==> config.mk <==
export PLATFORM = sky130hd
export DESIGN_NAME = scariv_credit_pool_flat
export DESIGN_NICKNAME = d
export VERILOG_FILES = /design/src/rtl/scariv_credit_pool_if.sv /design/src/rtl/scariv_credit_pool.sv /design/src/flat_wrapper.sv
export SDC_FILE = /design/constraint.sdc
export NUM_CORES = 1
export LEC_CHECK = 0
export ABC_AREA = 0
export CAP_MARGIN = 20
export CELL_PAD_IN_SITES_DETAIL_PLACEMENT = 1
export CELL_PAD_IN_SITES_GLOBAL_PLACEMENT = 1
export CORE_UTILIZATION = 35
export DETAILED_ROUTE_END_ITERATION = 8
export GPL_TIMING_DRIVEN = 0
export PLACE_DENSITY = 0.82
export SYNTH_ARGS = -nofsm -noshare
export SYNTH_HDL_FRONTEND = slang
export SYNTH_SLANG_ARGS = --single-unit
==> constraint.sdc <==
create_clock -name i_clk -period 5.55 [get_ports i_clk]
set_input_delay 1.3875 -clock i_clk [delete_from_list [all_inputs] [get_ports i_clk]]
set_output_delay 1.3875 -clock i_clk [all_outputs]
set_load 0.005 [all_outputs]
==> src/rtl/scariv_credit_pool_if.sv <==
// Dispatch/return bus between the instruction buffer front end, the backend
// credit returners and the multi-channel credit pool.
interface scariv_credit_pool_if #(
  parameter int unsigned CH_NUM      = 4,
  parameter int unsigned MAX_CREDITS = 16,
  parameter int unsigned MAX_REQ     = 4,
  parameter int unsigned MAX_RET     = 4
);
  localparam int unsigned CW = $clog2(MAX_CREDITS + 1);
  localparam int unsigned RW = $clog2(MAX_REQ + 1);
  localparam int unsigned TW = $clog2(MAX_RET + 1);

  logic                 i_req_valid;
  logic [CH_NUM*RW-1:0] i_req_cnt;
  logic                 i_flush;
  logic                 o_grant_ok;
  logic [CH_NUM-1:0]    i_ret_valid;
  logic [CH_NUM*TW-1:0] i_ret_cnt;
  logic                 i_drain_req;
  logic                 o_drain_done;
  logic [CH_NUM*CW-1:0] o_credits;
  logic [CH_NUM-1:0]    o_low_water;
  logic [CH_NUM-1:0]    o_err_overflow;

  // Requester/returner side: drives dispatch groups, returns and drain.
  modport master (
    output i_req_valid, i_req_cnt, i_flush, i_ret_valid, i_ret_cnt, i_drain_req,
    input  o_grant_ok, o_drain_done, o_credits, o_low_water, o_err_overflow
  );

  // Credit pool side.
  modport slave (
    input  i_req_valid, i_req_cnt, i_flush, i_ret_valid, i_ret_cnt, i_drain_req,
    output o_grant_ok, o_drain_done, o_credits, o_low_water, o_err_overflow
  );
endinterface

==> src/rtl/scariv_credit_pool.sv <==
// Multi-channel credit pool: atomic group grants, registered credit returns,
// drain state machine, low-water hints and sticky overflow flags.
module scariv_credit_pool #(
  parameter int unsigned CH_NUM      = 4,
  parameter int unsigned MAX_CREDITS = 16,
  parameter int unsigned MAX_REQ     = 4,
  parameter int unsigned MAX_RET     = 4,
  parameter int unsigned LOW_WATER   = 2
) (
  input  logic                 i_clk,
  input  logic                 i_reset_n,
  scariv_credit_pool_if.slave  bus
);
  localparam int unsigned CW = $clog2(MAX_CREDITS + 1);
  localparam int unsigned RW = $clog2(MAX_REQ + 1);
  localparam int unsigned TW = $clog2(MAX_RET + 1);
  localparam int unsigned SW = CW + 1;

  typedef enum logic {
    ST_RUN   = 1'b0,
    ST_DRAIN = 1'b1
  } state_t;

  state_t            state_q, state_d;
  logic              drain_done_q, drain_done_d;
  logic [CW-1:0]     credits_q [CH_NUM];
  logic [CW-1:0]     credits_d [CH_NUM];
  logic [TW-1:0]     ret_q     [CH_NUM];
  logic [TW-1:0]     ret_d     [CH_NUM];
  logic [SW-1:0]     sum_c     [CH_NUM];
  logic [CH_NUM-1:0] ovf_q, ovf_d;
  logic [CH_NUM-1:0] low_q, low_d;
  logic              grant_c;
  logic              fire_c;
  logic              all_home_c;
  logic [CH_NUM*CW-1:0] credits_flat_c;

  // Group grant: every channel must cover its request from registered credits.
  always_comb begin
    grant_c = (state_q == ST_RUN);
    for (int c = 0; c < int'(CH_NUM); c++) begin
      if (SW'(bus.i_req_cnt[c*RW +: RW]) > SW'(credits_q[c])) begin
        grant_c = 1'b0;
      end
    end
  end

  assign fire_c = bus.i_req_valid & grant_c & ~bus.i_flush;

  // Net consumption and queued returns, clamping at the pool size.
  always_comb begin
    ovf_d = ovf_q;
    low_d = '0;
    for (int c = 0; c < int'(CH_NUM); c++) begin
      sum_c[c] = SW'(credits_q[c])
               - (fire_c ? SW'(bus.i_req_cnt[c*RW +: RW]) : SW'(0))
               + SW'(ret_q[c]);
      if (sum_c[c] > SW'(MAX_CREDITS)) begin
        credits_d[c] = CW'(MAX_CREDITS);
        ovf_d[c]     = 1'b1;
      end else begin
        credits_d[c] = CW'(sum_c[c]);
      end
      low_d[c] = (credits_d[c] <= CW'(LOW_WATER));
      ret_d[c] = bus.i_ret_valid[c] ? bus.i_ret_cnt[c*TW +: TW] : TW'(0);
    end
  end

  // Drain completes only when every credit is home and nothing is in flight.
  always_comb begin
    all_home_c = ~(|bus.i_ret_valid);
    for (int c = 0; c < int'(CH_NUM); c++) begin
      if ((credits_q[c] != CW'(MAX_CREDITS)) || (ret_q[c] != TW'(0))) begin
        all_home_c = 1'b0;
      end
    end
  end

  always_comb begin
    state_d      = state_q;
    drain_done_d = 1'b0;
    case (state_q)
      ST_RUN: begin
        if (bus.i_drain_req) begin
          state_d = ST_DRAIN;
        end
      end
      ST_DRAIN: begin
        if (all_home_c) begin
          state_d      = ST_RUN;
          drain_done_d = 1'b1;
        end
      end
      default: begin
        state_d = ST_RUN;
      end
    endcase
  end

  always_ff @(posedge i_clk) begin
    if (!i_reset_n) begin
      state_q      <= ST_RUN;
      drain_done_q <= 1'b0;
      ovf_q        <= '0;
      low_q        <= {CH_NUM{(MAX_CREDITS <= LOW_WATER)}};
      for (int c = 0; c < int'(CH_NUM); c++) begin
        credits_q[c] <= CW'(MAX_CREDITS);
        ret_q[c]     <= TW'(0);
      end
    end else begin
      state_q      <= state_d;
      drain_done_q <= drain_done_d;
      ovf_q        <= ovf_d;
      low_q        <= low_d;
      for (int c = 0; c < int'(CH_NUM); c++) begin
        credits_q[c] <= credits_d[c];
        ret_q[c]     <= ret_d[c];
      end
    end
  end

  always_comb begin
    credits_flat_c = '0;
    for (int c = 0; c < int'(CH_NUM); c++) begin
      credits_flat_c[c*CW +: CW] = credits_q[c];
    end
  end

  assign bus.o_grant_ok     = grant_c;
  assign bus.o_drain_done   = drain_done_q;
  assign bus.o_credits      = credits_flat_c;
  assign bus.o_low_water    = low_q;
  assign bus.o_err_overflow = ovf_q;

endmodule

==> src/flat_wrapper.sv <==
// flat-port wrapper written by rule: the top's interface ports become plain ports
module scariv_credit_pool_flat 
#(
  parameter int unsigned CH_NUM      = 4,
  parameter int unsigned MAX_CREDITS = 16,
  parameter int unsigned MAX_REQ     = 4,
  parameter int unsigned MAX_RET     = 4,
  parameter int unsigned LOW_WATER   = 2
)
  (i_clk, i_reset_n, bus_i_req_valid, bus_i_req_cnt, bus_i_flush, bus_i_ret_valid, bus_i_ret_cnt, bus_i_drain_req, bus_o_grant_ok, bus_o_drain_done, bus_o_credits, bus_o_low_water, bus_o_err_overflow);
  scariv_credit_pool_if #(.CH_NUM(CH_NUM), .MAX_CREDITS(MAX_CREDITS), .MAX_REQ(MAX_REQ), .MAX_RET(MAX_RET)) bus_i ();
  input  logic i_clk;
  input  logic i_reset_n;
  input wire logic [$bits(bus_i.i_req_valid)-1:0] bus_i_req_valid;
  input wire logic [$bits(bus_i.i_req_cnt)-1:0] bus_i_req_cnt;
  input wire logic [$bits(bus_i.i_flush)-1:0] bus_i_flush;
  input wire logic [$bits(bus_i.i_ret_valid)-1:0] bus_i_ret_valid;
  input wire logic [$bits(bus_i.i_ret_cnt)-1:0] bus_i_ret_cnt;
  input wire logic [$bits(bus_i.i_drain_req)-1:0] bus_i_drain_req;
  output wire logic [$bits(bus_i.o_grant_ok)-1:0] bus_o_grant_ok;
  output wire logic [$bits(bus_i.o_drain_done)-1:0] bus_o_drain_done;
  output wire logic [$bits(bus_i.o_credits)-1:0] bus_o_credits;
  output wire logic [$bits(bus_i.o_low_water)-1:0] bus_o_low_water;
  output wire logic [$bits(bus_i.o_err_overflow)-1:0] bus_o_err_overflow;
  assign bus_i.i_req_valid = bus_i_req_valid;
  assign bus_i.i_req_cnt = bus_i_req_cnt;
  assign bus_i.i_flush = bus_i_flush;
  assign bus_i.i_ret_valid = bus_i_ret_valid;
  assign bus_i.i_ret_cnt = bus_i_ret_cnt;
  assign bus_i.i_drain_req = bus_i_drain_req;
  assign bus_o_grant_ok = bus_i.o_grant_ok;
  assign bus_o_drain_done = bus_i.o_drain_done;
  assign bus_o_credits = bus_i.o_credits;
  assign bus_o_low_water = bus_i.o_low_water;
  assign bus_o_err_overflow = bus_i.o_err_overflow;
  scariv_credit_pool #(.CH_NUM(CH_NUM), .MAX_CREDITS(MAX_CREDITS), .MAX_REQ(MAX_REQ), .MAX_RET(MAX_RET), .LOW_WATER(LOW_WATER)) u_core (.i_clk(i_clk), .i_reset_n(i_reset_n), .bus(bus_i));
endmodule
After elaboration in Yosys (flattened, before gate mapping)
Memory sizes are Yosys's and may differ from the RTL's. Cells that the tools add are included.

Add/subtract/negate cells: 8. Multiply operators: 0. Divide/modulo/power cells: 0. $lt $le $gt $ge: 12. Eq/ne operators: 4. Shift operators: 0. Mux-type cells: 34. Bitwise gates (word level): 13. Reduce and logical (&&, ||, !) cells: 10.

Operators by type and width (number): 5-bit 2-to-1 mux (8); 3-bit 2-to-1 mux (12); 6-bit by 3-bit adder with 6-bit output (4); 6-bit by 5-bit > comparator with 1-bit output (second input constant) (4); 5-bit by 6-bit subtractor with 6-bit output (4); 3-bit by 5-bit > comparator with 1-bit output (4); 5-bit by 2-bit <= comparator with 1-bit output (second input constant) (4); 5-bit != test (second input constant) (4); 1-bit 2-to-1 mux (13); 3-bit nonzero test (4); 1-bit bitwise OR (8); 1-bit logical OR (4); 4-bit OR reduction (1); 1-bit inverter (3); 1-bit bitwise AND (2); 1-bit case mux with 2 select lines (1); 2-bit AND reduction (1).

Register bits after elaboration: 10. Latch bits: 0. RAM bits: 32. ROM bits: 0. Input port bits: 33. Output and inout port bits: 30. Logic and storage cells: 90. Memories: 2.

Memories: u_core.credits_q (words 4, bits a word 5, rd ports 4, clocked after Yosys merged registers in 0, write ports 4, line scariv_credit_pool.sv:26) `logic [CW-1:0] credits_q [CH_NUM];`; u_core.ret_q (words 4, bits a word 3, rd ports 4, clocked after Yosys merged registers in 0, write ports 4, line scariv_credit_pool.sv:28) `logic [TW-1:0] ret_q [CH_NUM];`.

Depth between registers and ports, before layout
An unclocked memory read counts as a cell.

Depth in word-level cells: 14. Gate-level depth with buffers: 18.

Least setup slack after synthesis
Ideal clock, no wire load.

Kind: in2reg. From: in bus_i_req_cnt[10]. To: mem u_core.credits_q[3][4] (netlist name). Setup time: 0.123 ns. Arrival: 4.644 ns. Setup slack: 0.783 ns. Cell stages on the path: 14. Buffers on the path: 1. Cell sequence: ha_1 > nor2b_1 > o21a_1 > o211a_1 > and4bb_2 > buf_2 > and3_1 > fa_1 > inv_1 > ha_1 > a21o_1 > a211oi_1 > mux2_2 > or2_2.

RTL lines: start, declared (line flat_wrapper.sv:15) `input wire logic [$bits(bus_i.i_req_cnt)-1:0] bus_i_req_cnt;`; end, declared (line scariv_credit_pool.sv:26).

==> out/results.txt <==
The flow ran to the end, and the final reports show no timing, DRC or antenna violations. Clock tree root buffer cell: sky130_fd_sc_hd__clkbuf_8. TritonCTS created 5 clock buffers. A synthesized cell averages 9.17 um2. The synthesized design contains 42 register bits. The x dimension of the die was 93.9 um; the clock period minus final worst setup slack was 5.29 ns. Together, buffers and inverters on the worst path number 4. The slowest stage of the critical path is the sky130_fd_sc_hd__clkdlybuf4s50_1 cell. The final critical-path share of the clock period was 0.952. The total global routing track utilization was 0.200; the starting density of the core was 0.361. Worst supply voltage drop on vdd: 0.000161 V.

The critical path in this run is classified as in2reg. For this design, the CTS-stage hold fixing added 0 buffers. The tools report the H-tree depth as 2.

In the routed design, unresolved DRC markers number 0. Adding up every negative setup slack in the final design gives 0 ns. For the worst setup path, the data required time is 5.75 ns. Clock-pin slew was measured on the worst setup and hold paths at 0.09 ns. The layout net count is 476, and the count of standard-cell rows is 33. The fraction of layout instances using a drive strength above 1 was 0.0740; the clock latency of the later-clocked register in the worst-skew pair was 0.31 ns. The logs give 189 MHz for the achievable clock frequency and 13.3 mm for the wire length of the first global-routing pass. For the largest buffer count on any clock path, the log shows 2. Dividing the detail-routed via count by the number of cells gives 5.09. The number of gates resized after CTS was 0. The library cells used most frequently in the layout, excluding fill and tap cells, are 62 x sky130_fd_sc_hd__clkdlybuf4s50_1, 59 x sky130_fd_sc_hd__inv_1, 42 x sky130_fd_sc_hd__dfxtp_1.

The total count of hold-check failures in the final report is 0, and the maximum fanout along the worst path is 10. Setup repair after global routing left no endpoint under its margin. The final estimated routing congestion in global placement was 0.817. The first TritonRoute pass finished after 4 iterations.

For the pin with the worst max-slew slack, the measured transition is 0.698 ns. Yosys printed 0 warnings. Walking the worst path, the cells encountered are clkdlybuf4s50_1 > inv_1 > ha_1 > nand4b_1 > o32ai_1 > a21oi_1 > and4bb_2 > buf_2 > and3_1 > fa_1 > inv_1 > ha_1 > a21o_1 > a211oi_1 > mux2_2 > or2_2.

For this block, the initial DRC count from the detailed router was 55. The total nets after synthesis came out at 407. The total power consumption of the routed design was 1.81 mW.

For the max-capacitance violation count, the log shows 0. STA classifies the critical path startpoint as an input pin. The repair_antennas step left the layout with diodes totalling 0. The total power divided by cell area works out to 478 nW/um2. The wire-length estimate of the detail-placed layout is 6.68 mm.

TritonCTS built the clock tree. The mapped cell area was 2950 um2; the I/O pin count was 63. The run gives 0 as the remaining global-route overflow. STA classifies the critical path endpoint as a flop.

The tree built by TritonCTS fans out to 42 sinks. The final layout contains routed wiring with a total length of 8.04 mm. The run gives 2,531 as the via count. Post-CTS timing repair inserted 0 buffers for setup. Number of global-route vias before repair: 2,700. Setup violations remaining at the end of the flow were counted as 0. The path class of the tightest hold or removal check is reg2reg. Largest net degree at the start of global routing: 13. The initial antenna violation count was 0. The sequential-to-total area share from yosys stat is 0.285. The count of buffers added on input and output ports is 62. The overall die area came out at 8810 um2.

The relative area change from synthesis to final layout works out to 28.6%. The worst max-slew margin expressed relative to the limit was 0.535. The largest incremental delay on the critical path was 0.49 ns. In this design, the largest share of critical-path delay is due to adder cells. The number of slew-limit violations in the final report was 0. For this design the static power due to leakage is 1.69 nW. Commonest non-fill, non-tap cell in the layout: sky130_fd_sc_hd__clkdlybuf4s50_1. After detailed routing, the average wire length per cell comes to 16.2 um.

Measured along the y axis, the die boundary spans 93.9 um. The synthesized instance count is 322, and the arrival time reported for the critical path endpoint is 5.49 ns. The logs give 0 for the remaining antenna violation count after routing and 44 for the unique cell type count in the Yosys netlist. The worst clock skew is 0.0112 ns, and the area of the core is 8180 um2.
-- sequential cells by signal (all words and copies together), names as in the netlist --
name,cells
u_core.state_q,1
u_core.bus.o_err_overflow,4
u_core.bus.o_low_water,4
u_core.credits_q,20
u_core.bus.o_drain_done,1
u_core.ret_q,12
-- cell usage after synthesis (all sizes together) --
library cell / instances / share of area
and3: 22 / 0.047
nand2: 7 / 0.0089
clkbuf: 3 / 0.0038
nand4b: 1 / 0.0030
xnor2: 11 / 0.033
and4: 3 / 0.0097
or4: 1 / 0.0025
nor4b: 1 / 0.0030
xor2: 3 / 0.0089
nand2b: 1 / 0.0021
and4bb: 1 / 0.0042
nor2: 29 / 0.039
o21ai: 7 / 0.012
mux2: 1 / 0.0038
a21o: 4 / 0.011
ha: 40 / 0.17
o211a: 1 / 0.0034
or3: 3 / 0.0064
o32ai: 1 / 0.0030
a21oi: 10 / 0.017
nor4: 7 / 0.015
o211ai: 4 / 0.012
o21a: 3 / 0.0076
or2: 1 / 0.0021
buf: 1 / 0.0017
nor3: 8 / 0.014
nor2b: 5 / 0.011
a41oi: 4 / 0.012
o31a: 4 / 0.012
inv: 61 / 0.078
a211oi: 7 / 0.026
o311ai: 2 / 0.018
nand4: 5 / 0.011
dfxtp: 42 / 0.28
fa: 12 / 0.081
nand3: 3 / 0.0051
and2: 1 / 0.0021
a2111oi: 2 / 0.019
-- stage by stage --
stage / util / cells / hold slack [ns] / instance area [um2] / setup slack [ns]
6_report: 0.464 / 497 / 0.486 / 3800 / 0.264
5_1_grt: 0.464 / 497 / 0.515 / 3800 / 0.0418
4_1_cts: 0.464 / 497 / 0.493 / 3800 / 0.226
3_5_place_dp: 0.453 / 489 / 0.469 / 3700 / -0.0630
3_3_place_gp: 0.453 / 489 / 0.474 / 3700 / -0.00912
2_1_floorplan: - / 322 / 0.476 / 2950 / 0.783
-- path summary, 6_finish.rpt --
path | slack [ns] | startpoint | cells after the start | endpoint
min reg2reg | 0.49 | u_core.bus.o_err_overflow[1] | 1 | u_core.bus.o_err_overflow[1]
max | 0.26 | bus_i_req_cnt[3] | 16 | u_core.credits_q[3][4]
min | 0.49 | u_core.bus.o_err_overflow[1] | 1 | u_core.bus.o_err_overflow[1]
max reg2reg | 1.27 | u_core.credits_q[3][1] | 15 | u_core.credits_q[3][4]
-- kinds of logic after synthesis --
kind of cell | count (synthesis) | share of synthesized area
DFF | 42 | 0.285
buffers and inverters | 65 | 0.0830
adders and majority gates | 52 | 0.251
xor gates and xnor gates | 14 | 0.0415
muxes | 1 | 0.00381
AOI/OAI and AO/OA | 49 | 0.152
and+or+nand+nor | 99 | 0.184
-- power by group --
part / internal (mW) / switching, mW / total, mW
registers: 0.368 / 0.0650 / 0.433
logic: 0.545 / 0.622 / 1.17
clock network: 0.101 / 0.113 / 0.213
-- final cells by class --
cell class | instances | area [um2]
plain buffers | 4 | 16.3
well taps | 105 | 131
clock inverters | 1 | 5.00
inverters | 61 | 229
multi-input cells | 215 | 1870
clock buffers | 7 | 86.3
repair buffers | 62 | 621
flip-flops and latches | 42 | 841
fillers | 966 | 4380
-- per-layer routing --
layer	up-vias	wire, um	track usage
met2	45	4210	0.367
met1	1228	3370	0.235
met3	12	298	0.0299
met4	0	165	0.0692
li1	1246	-	-
met5	-	0	0
(Power assumes the default switching activity.)
==> edit: new RTL, same settings <==
`MAX_RET` is set to 4 in 3 places; all go to 8.
--- a/src/rtl/scariv_credit_pool_if.sv
+++ b/src/rtl/scariv_credit_pool_if.sv
@@ -6,3 +6,3 @@
   parameter int unsigned MAX_REQ     = 4,
-  parameter int unsigned MAX_RET     = 4
+  parameter int unsigned MAX_RET     = 8
 );
--- a/src/rtl/scariv_credit_pool.sv
+++ b/src/rtl/scariv_credit_pool.sv
@@ -6,3 +6,3 @@
   parameter int unsigned MAX_REQ     = 4,
-  parameter int unsigned MAX_RET     = 4,
+  parameter int unsigned MAX_RET     = 8,
   parameter int unsigned LOW_WATER   = 2
--- a/src/flat_wrapper.sv
+++ b/src/flat_wrapper.sv
@@ -6,3 +6,3 @@
   parameter int unsigned MAX_REQ     = 4,
-  parameter int unsigned MAX_RET     = 4,
+  parameter int unsigned MAX_RET     = 8,
   parameter int unsigned LOW_WATER   = 2
Ports: changed (resized bus_i_ret_cnt); port bits go from 63 to 67. No check against the original RTL was run, so the function may have changed too.
==> edit against the original RTL <==
Total power grew 10%. Register-to-register slack gained 0.07 ns. Area after synthesis grew 5.3%. Critical path depth is the same. Worst setup slack gained 0.012 ns. Cell area grew 5.5%. Sequential share of layout area grew 0.84 points. Routed wire length grew 18%. Sequential cell count grew 4.
==> edit: results (changes against the original RTL) <==
[metrics] result of the run: complete, no violations
[metrics] launch point of the critical path: bus_i_req_cnt[1]
[metrics] ratio of cells with drive above 1 in the final layout: 0.0296 (-0.0444)
[metrics] Static Leak: 1.80 nW (+6.6%)
[metrics] cell count after placement: 539 (+10%)
[metrics] layout buffering overhead excluding clock cells: 0.170 (+0.00213)
[metrics] Critical R2R Capture: u_core.bus.o_low_water[3]$_SDFF_PN0_
[metrics] Post-Route Hold Slack: 0.503 ns (+0.0168 ns)
[metrics] power density cells: 498 nW/um^2 (+4.3%)
[metrics] placed cell areas: 3910 sq um (+5.4%)
[metrics] synth unique cells: 38 (-14%)
[metrics] total via count after detailed routing: 2891 (+14%)
[metrics] source of the worst hold timing path: u_core.bus.o_err_overflow[3]$_SDFFE_PN0P_
[metrics] cells taking the most area after synthesis: sky130_fd_sc_hd__dfxtp_1 30%, sky130_fd_sc_hd__ha_1 16%, sky130_fd_sc_hd__inv_1 8.9%
[metrics] top cells by instance count after synthesis: 74 x sky130_fd_sc_hd__inv_1, 46 x sky130_fd_sc_hd__dfxtp_1, 40 x sky130_fd_sc_hd__ha_1, 23 x sky130_fd_sc_hd__nor2_1, 17 x sky130_fd_sc_hd__nand2_1
[metrics] Largest stage delay, worst path: 0.52 ns (+0.03 ns)
[metrics] part of the total power dissipated in sequential elements: 0.241 (+0.002)
[metrics] arrival time at the worst endpoint: 5.51 ns (+0.02 ns)
[metrics] register-to-register path setup slack: 1.34 ns (+0.07 ns)
[metrics] Post-Synth Adder-Cell Area: 0.238 (-0.0126)
[metrics] RR Startpoint: u_core.credits_q[2][1]$_SDFF_PN0_
[metrics] synthesized netlist cell count: 365 (+13%)
[metrics] share of the synthesized area in compound gates (AO/OA/AOI/OAI): 0.153 (+0.00120)
[metrics] total of plain and repair buffers excluding clock buffers: 71 (+7.6%)
[metrics] via count of the first global-routing pass: 3117 (+15%)
[metrics] share of the final layout cell area in multi-input gates: 0.474 (-0.0174)
[metrics] kind of cell adding the most delay to the critical path: compound AO/OA/AOI/OAI gates
[metrics] biggest regs: u_core.credits_q (20), u_core.ret_q (16)
[metrics] pin count of the biggest net entering global routing: 14 (+1)
[metrics] initial drt markers: 114 (+110%)
[metrics] count of port buffers added during placement: 66 (+6.5%)
[metrics] total number of clock tree sinks: 46 (+9.5%)
[metrics] multi-input gates: 240 (+12%)
[metrics] wire length per cell: 17.3 um (+6.9%)
[metrics] worst min-delay path endpoint: u_core.bus.o_err_overflow[3]$_SDFFE_PN0P_
==> edit: routing by layer <==
layer / vias up / GRT usage / part of all wire
met1: 1410 / 0.242 / 0.42
met5: - / 0 / 0
met2: 80 / 0.417 / 0.52
met3: 16 / 0.0332 / 0.042
li1: 1385 / - / -
met4: 0 / 0.0684 / 0.020
==> edit: cells by family after synthesis <==
| kind of cell | Yosys count |
|---|---|
| compound gates | 67 |
| xor+xnor | 10 |
| fa+ha+maj | 52 |
| buf+inv | 79 |
| flops | 46 |
| simple gates | 111 |
==> edit: metrics by stage <==
stage / setup slack [ns] / util
finish: 0.276 / 0.462
detailed placement: -0.206 / 0.450
CTS: 0.0899 / 0.460
global route: 0.0414 / 0.462
global placement: -0.0301 / 0.450
floorplan: 0.946 / -
==> edit: timing repair <==
item	CTS	global route
hold endpoints to repair	0	0
endpoints found under the setup margin	0	8
gates resized for setup	0	5
